$ cat src/rtl/pwm_multi.sv
// N-channel PWM with a shared period counter and boundary-synchronised shadow registers.
// Optional centre-aligned (triangle) counting is built when PWM_CENTER_ALIGN_EN is defined.
module pwm_multi #(
  parameter int CHANNELS       = 4,
  parameter int CNT_W          = 8,
  parameter int DEFAULT_PERIOD = 100
) (
  input  logic                clock,
  input  logic                reset,
  input  logic                atualiza,
  input  logic                wr_duty_en,
  input  logic [3:0]          wr_ch,
  input  logic [CNT_W-1:0]    wr_duty,
  input  logic                wr_period_en,
  input  logic [CNT_W-1:0]    wr_period,
  input  logic                center,
  input  logic [CHANNELS-1:0] enable,
  output logic [CHANNELS-1:0] sinal,
  output logic                period_done
);

  localparam logic [CNT_W-1:0] P_RST = CNT_W'(DEFAULT_PERIOD);
  localparam logic [CNT_W-1:0] ONE   = CNT_W'(1);

  logic [CNT_W-1:0] counter;
  logic [CNT_W-1:0] period_act, period_sh;
  logic [CNT_W-1:0] duty_act [CHANNELS];
  logic [CNT_W-1:0] duty_sh  [CHANNELS];
  logic             pending;
  logic             boundary;
  logic             xfer;

`ifdef PWM_CENTER_ALIGN_EN
  typedef enum logic {UP, DOWN} dir_t;

  dir_t dir;
  logic center_act, center_sh;
  logic center_mode;

  // P=0 falls back to edge counting; P=1 reaches its boundary on the way up.
  assign center_mode = center_act && (period_act != '0);
  assign boundary    = center_mode ? (counter == ONE && (dir == DOWN || period_act == ONE))
                                   : (counter == period_act);

  always_ff @(posedge clock) begin
    if (reset) begin
      center_sh  <= 1'b0;
      center_act <= 1'b0;
      dir        <= UP;
    end else begin
      center_sh <= center;
      if (xfer) center_act <= center_sh;
      if (boundary) dir <= UP;
      else if (center_mode && dir == UP && counter == period_act) dir <= DOWN;
    end
  end
`else
  logic unused_center;

  assign unused_center = center;
  assign boundary      = (counter == period_act);
`endif

  assign xfer = boundary && (pending || atualiza);

  // NOTE: every register here is assigned with <= so all updates use pre-edge values;
  // this is what makes a same-cycle shadow write miss the transfer it coincides with.
  always_ff @(posedge clock) begin
    if (reset) begin
      counter     <= '0;
      period_act  <= P_RST;
      period_sh   <= P_RST;
      pending     <= 1'b0;
      sinal       <= '0;
      period_done <= 1'b0;
      // NOTE: the duty arrays are a handful of flops, not RAM, so they take reset like any register.
      for (int i = 0; i < CHANNELS; i++) begin
        duty_act[i] <= '0;
        duty_sh[i]  <= '0;
      end
    end else begin
      if (wr_period_en) period_sh <= wr_period;
      for (int i = 0; i < CHANNELS; i++) begin
        if (wr_duty_en && wr_ch == 4'(i)) duty_sh[i] <= wr_duty;
        sinal[i] <= enable[i] && (counter < duty_act[i]);
      end

      period_done <= boundary;

      if (xfer) begin
        period_act <= period_sh;
        for (int i = 0; i < CHANNELS; i++) duty_act[i] <= duty_sh[i];
        pending <= 1'b0;
      end else if (atualiza) begin
        pending <= 1'b1;
      end

      if (boundary) begin
        counter <= '0;
      end else begin
`ifdef PWM_CENTER_ALIGN_EN
        if (center_mode && (dir == DOWN || counter == period_act)) counter <= counter - ONE;
        else counter <= counter + ONE;
`else
        counter <= counter + ONE;
`endif
      end
    end
  end

endmodule

$ cat config.mk
export PLATFORM = sky130hd
export DESIGN_NAME = pwm_multi
export DESIGN_NICKNAME = d
export VERILOG_FILES = /design/src/rtl/pwm_multi.sv
export SDC_FILE = /design/constraint.sdc
export NUM_CORES = 1
export LEC_CHECK = 0
export BUFFER_PORTS_ARGS = -buffer_cell sky130_fd_sc_hd__buf_4
export CELL_PAD_IN_SITES_DETAIL_PLACEMENT = 0
export CELL_PAD_IN_SITES_GLOBAL_PLACEMENT = 2
export CORE_UTILIZATION = 38
export CTS_BUF_LIST = sky130_fd_sc_hd__clkbuf_4 sky130_fd_sc_hd__clkbuf_8
export CTS_CLUSTER_SIZE = 10
export DETAILED_ROUTE_END_ITERATION = 8
export PLACE_DENSITY_LB_ADDON = 0.1
export SYNTH_ARGS = -nofsm -noshare
export SYNTH_HDL_FRONTEND = slang
export SYNTH_SLANG_ARGS = --single-unit
$ cat constraint.sdc
create_clock -name clock -period 1.9 [get_ports clock]
set_clock_uncertainty 0.05 [all_clocks]
set_input_delay 0.285 -clock clock [delete_from_list [all_inputs] [get_ports clock]]
set_output_delay 0.285 -clock clock [all_outputs]
set_load 0.005 [all_outputs]
==> metrics.md <==
| Metric | Value |
|---|---|
| Initial core utilization | `39.2%` |
| Critical path capture point type | `flip-flop` |
| Root Buffer | `clkbuf_8` |
| Mean Syn Cell Area | `12.1 um^2` |
| Critical path required time | `2070 ps` |
| Initial antenna violation count | `0` |
| Routed WL | `8570 um` |
| Hold-critical path endpoint | `period_sh[2]` |
| R2R Path Start | `counter[5]` |
| WL/cell | `15.5 um` |
| Worst hold path type | `in2reg` |
| Die Area | `0.0116 mm^2` |
| Worst Tran Pin Value | `837 ps` |
| Crit-path max FO | `22` |
| Status | `finished, final reports clean` |
| CP Launch Type | `flip-flop` |
| First DRT Iteration DRCs | `100` |
| Relative slew slack | `43.8%` |
| Crit Path Category | `reg2reg` |
| Fin. max-slew vios | `0` |
| Setup Buffers After CTS | `0` |
| Hpwl dp | `6150 um` |
| CTS sink count | `94` |
| I/O pin cnt | `35` |
| Clk slew on worst S/H paths | `90 ps` |
| IO buf count | `33` |
| Hold Path Stages | `3` |
| Clk_lat worst skew | `350 ps` |
| R2R Path End | `duty_act[3][3]` |
| # diodes | `0` |
| Power Dens Cells | `783 mW/mm^2` |
| R2r worst-path depth | `6` |
| Layout Utilization | `46.2%` |
| Max Freq | `0.570 GHz` |
| Height of the die | `108 um` |
| Final weighted congestion in routability-driven placement | `0.747` |
| Die width | `108 um` |
| Max-cap check violation count | `0` |
| Ys Warns | `0` |
| Total Neg Setup Slack | `0 ps` |
| Synth area leader | `edfxtp_1` |
| Post-synthesis cell type count | `33` |
| Hold Fails Final Rpt | `0` |
| Final Setup Violations | `0` |
| Maximum VDD drop | `0.384 mV` |
| Yosys reg bits | `94` |
| DRC | `0` |
| First-pass GRT wire length | `13,400 um` |
| Syn Inst Count | `351` |
| Largest net degree at the start of global routing | `23` |
| TritonCTS Buffers | `9` |
| Grt ovf | `0` |
| GRT Total Usage | `16.5%` |
| Core Footprint | `0.0108 mm^2` |
| Vias per cell | `4.73` |
| Synthesized Nets | `410` |
| Reg2Reg Setup Slack | `150 ps` |
| P_leak | `2.15 nW` |
| RSZ-0062 raised after global routing | `no` |
| Row count | `38` |
| CTS H-tree lvls | `3` |
| Detail Route Antenna Nets | `0` |
| Min cycle time layout | `1750 ps` |
| Yosys top cell area share | `45.3%` |
| CTS-repair resized insts | `0` |
| Post-CTS Hold Buffers | `0` |
| TritonCTS clock tree | `yes` |
| Reg area | `0.00252 mm^2` |
| Layout cells sized above 1 | `18.9%` |
| Nets | `467` |
| Clock buffer depth | `2` |
| DR pass1 iterations | `4` |
| Syn-to-layout area delta | `18.1%` |
| Synth area leaders | `edfxtp_1 (45%), dfxtp_1 (14%), and2_1 (9.4%)` |
| Fillers | `1,045` |
| Area of the multi-input gates | `0.00156 mm^2` |
| Hold Crit Start | `wr_period[2]` |
| Mapped cell area | `0.00425 mm^2` |
| Vias | `2,616` |
| Vias in the first global route | `2,474` |
| WP data arrival | `1920 ps` |
| Fin crit share | `92.3%` |
| Sequential area share after synthesis | `59.4%` |
cell usage in the layout (no fill, tap or decap), types with 10 or more instances in the layout:
cell and n:
and2_1 64, edfxtp_1 64, buf_4 51, inv_1 34, dfxtp_1 30, ha_1 29
nor2_1 24, nand2_1 14, nand3_1 10, clkbuf_8 10
registers in the layout (all words and copies together), names as in the netlist:
name / cells
counter: 8
duty_act: 32
duty_sh: 32
pending: 1
period_act: 8
period_done: 1
period_sh: 8
sinal: 4
power by group:
part,switching [mW],internal [mW]
combinational,0.163,0.143
sequential,0.0242,2.26
clock,0.664,0.668
total,0.851,3.07
worst max path at each step:
stage / end / cells after the start / startpoint
final: duty_act[3][3] / 6 / counter[5]
after global routing: duty_act[3][3] / 6 / counter[5]
after CTS: duty_act[3][3] / 6 / counter[5]
after detailed placement: duty_sh[0][4] / 6 / wr_ch[3]
after global placement: duty_act[3][1] / 6 / counter[5]
after floorplan: duty_act[0][0] / 4 / counter[2]
stage by stage:
stage	instance area, um^2	setup slack, ps	hold WS, ps	power, mW	std cells
after global routing	5010	43.5	87.5	4.10	553
after global placement	4810	154	400	2.64	537
final	5010	147	91.6	3.93	553
after detailed placement	4810	133	408	2.65	537
after floorplan	4250	30.1	363	2.49	351
after CTS	5010	150	72.7	3.98	553
cell type report:
| cell class | count | area share [%] |
|---|---|---|
| Timing Repair Buffer | 53 | 8.44 |
| Clock buffer | 12 | 3.05 |
| Multi-Input combinational cell | 215 | 31.1 |
| Inverter | 35 | 2.67 |
| Clock inverter | 4 | 0.924 |
| Tap cell | 140 | 3.49 |
| Sequential cell | 94 | 50.3 |
per-layer routing:
metal / part of all wire, % / GRT usage (%) / wire, um
met3: 2.2 / 2.36 / 192
met5: 0 / 0 / 0
met4: 3.0 / 9.59 / 255
met1: 52 / 22.9 / 4440
met2: 43 / 24.6 / 3690
synth_stat cells:
cell type	instances
a211o_1	4
a21o_1	4
a21oi_1	4
a22o_1	5
a2bb2oi_1	3
a31o_2	3
and2_1	64
and3_1	2
buf_2	3
clkbuf_1	2
clkbuf_2	2
dfxtp_1	30
edfxtp_1	64
ha_1	29
inv_1	34
inv_2	1
mux2i_1	5
nand2_1	14
nand2b_1	4
nand3_1	10
nand4_2	2
nor2_1	24
nor3_1	4
nor3b_2	2
nor4_4	1
o211ai_1	3
o21a_1	4
o21ai_2	1
o22ai_1	4
o31a_1	1
or3_1	4
xnor2_1	9
xor2_1	5
logic make-up after synthesis:
kind of cell | Yosys count | synth area share, %
buffers and inverters | 42 | 3.86
xor gates and xnor gates | 14 | 2.89
AOI/OAI and AO/OA | 36 | 6.51
DFF | 94 | 59.4
muxes | 5 | 1.18
adders and majority gates | 29 | 8.55
and+or+nand+nor | 131 | 17.6
worst max-delay path: stages, from the launching register on:
cell	delay (ps)
dfxtp_1	470
xnor2_1	170
nand4_2	130
buf_4	170
nor4_4	170
buf_4	290
and2_1	170
Power figures use the tool's default switching activity.
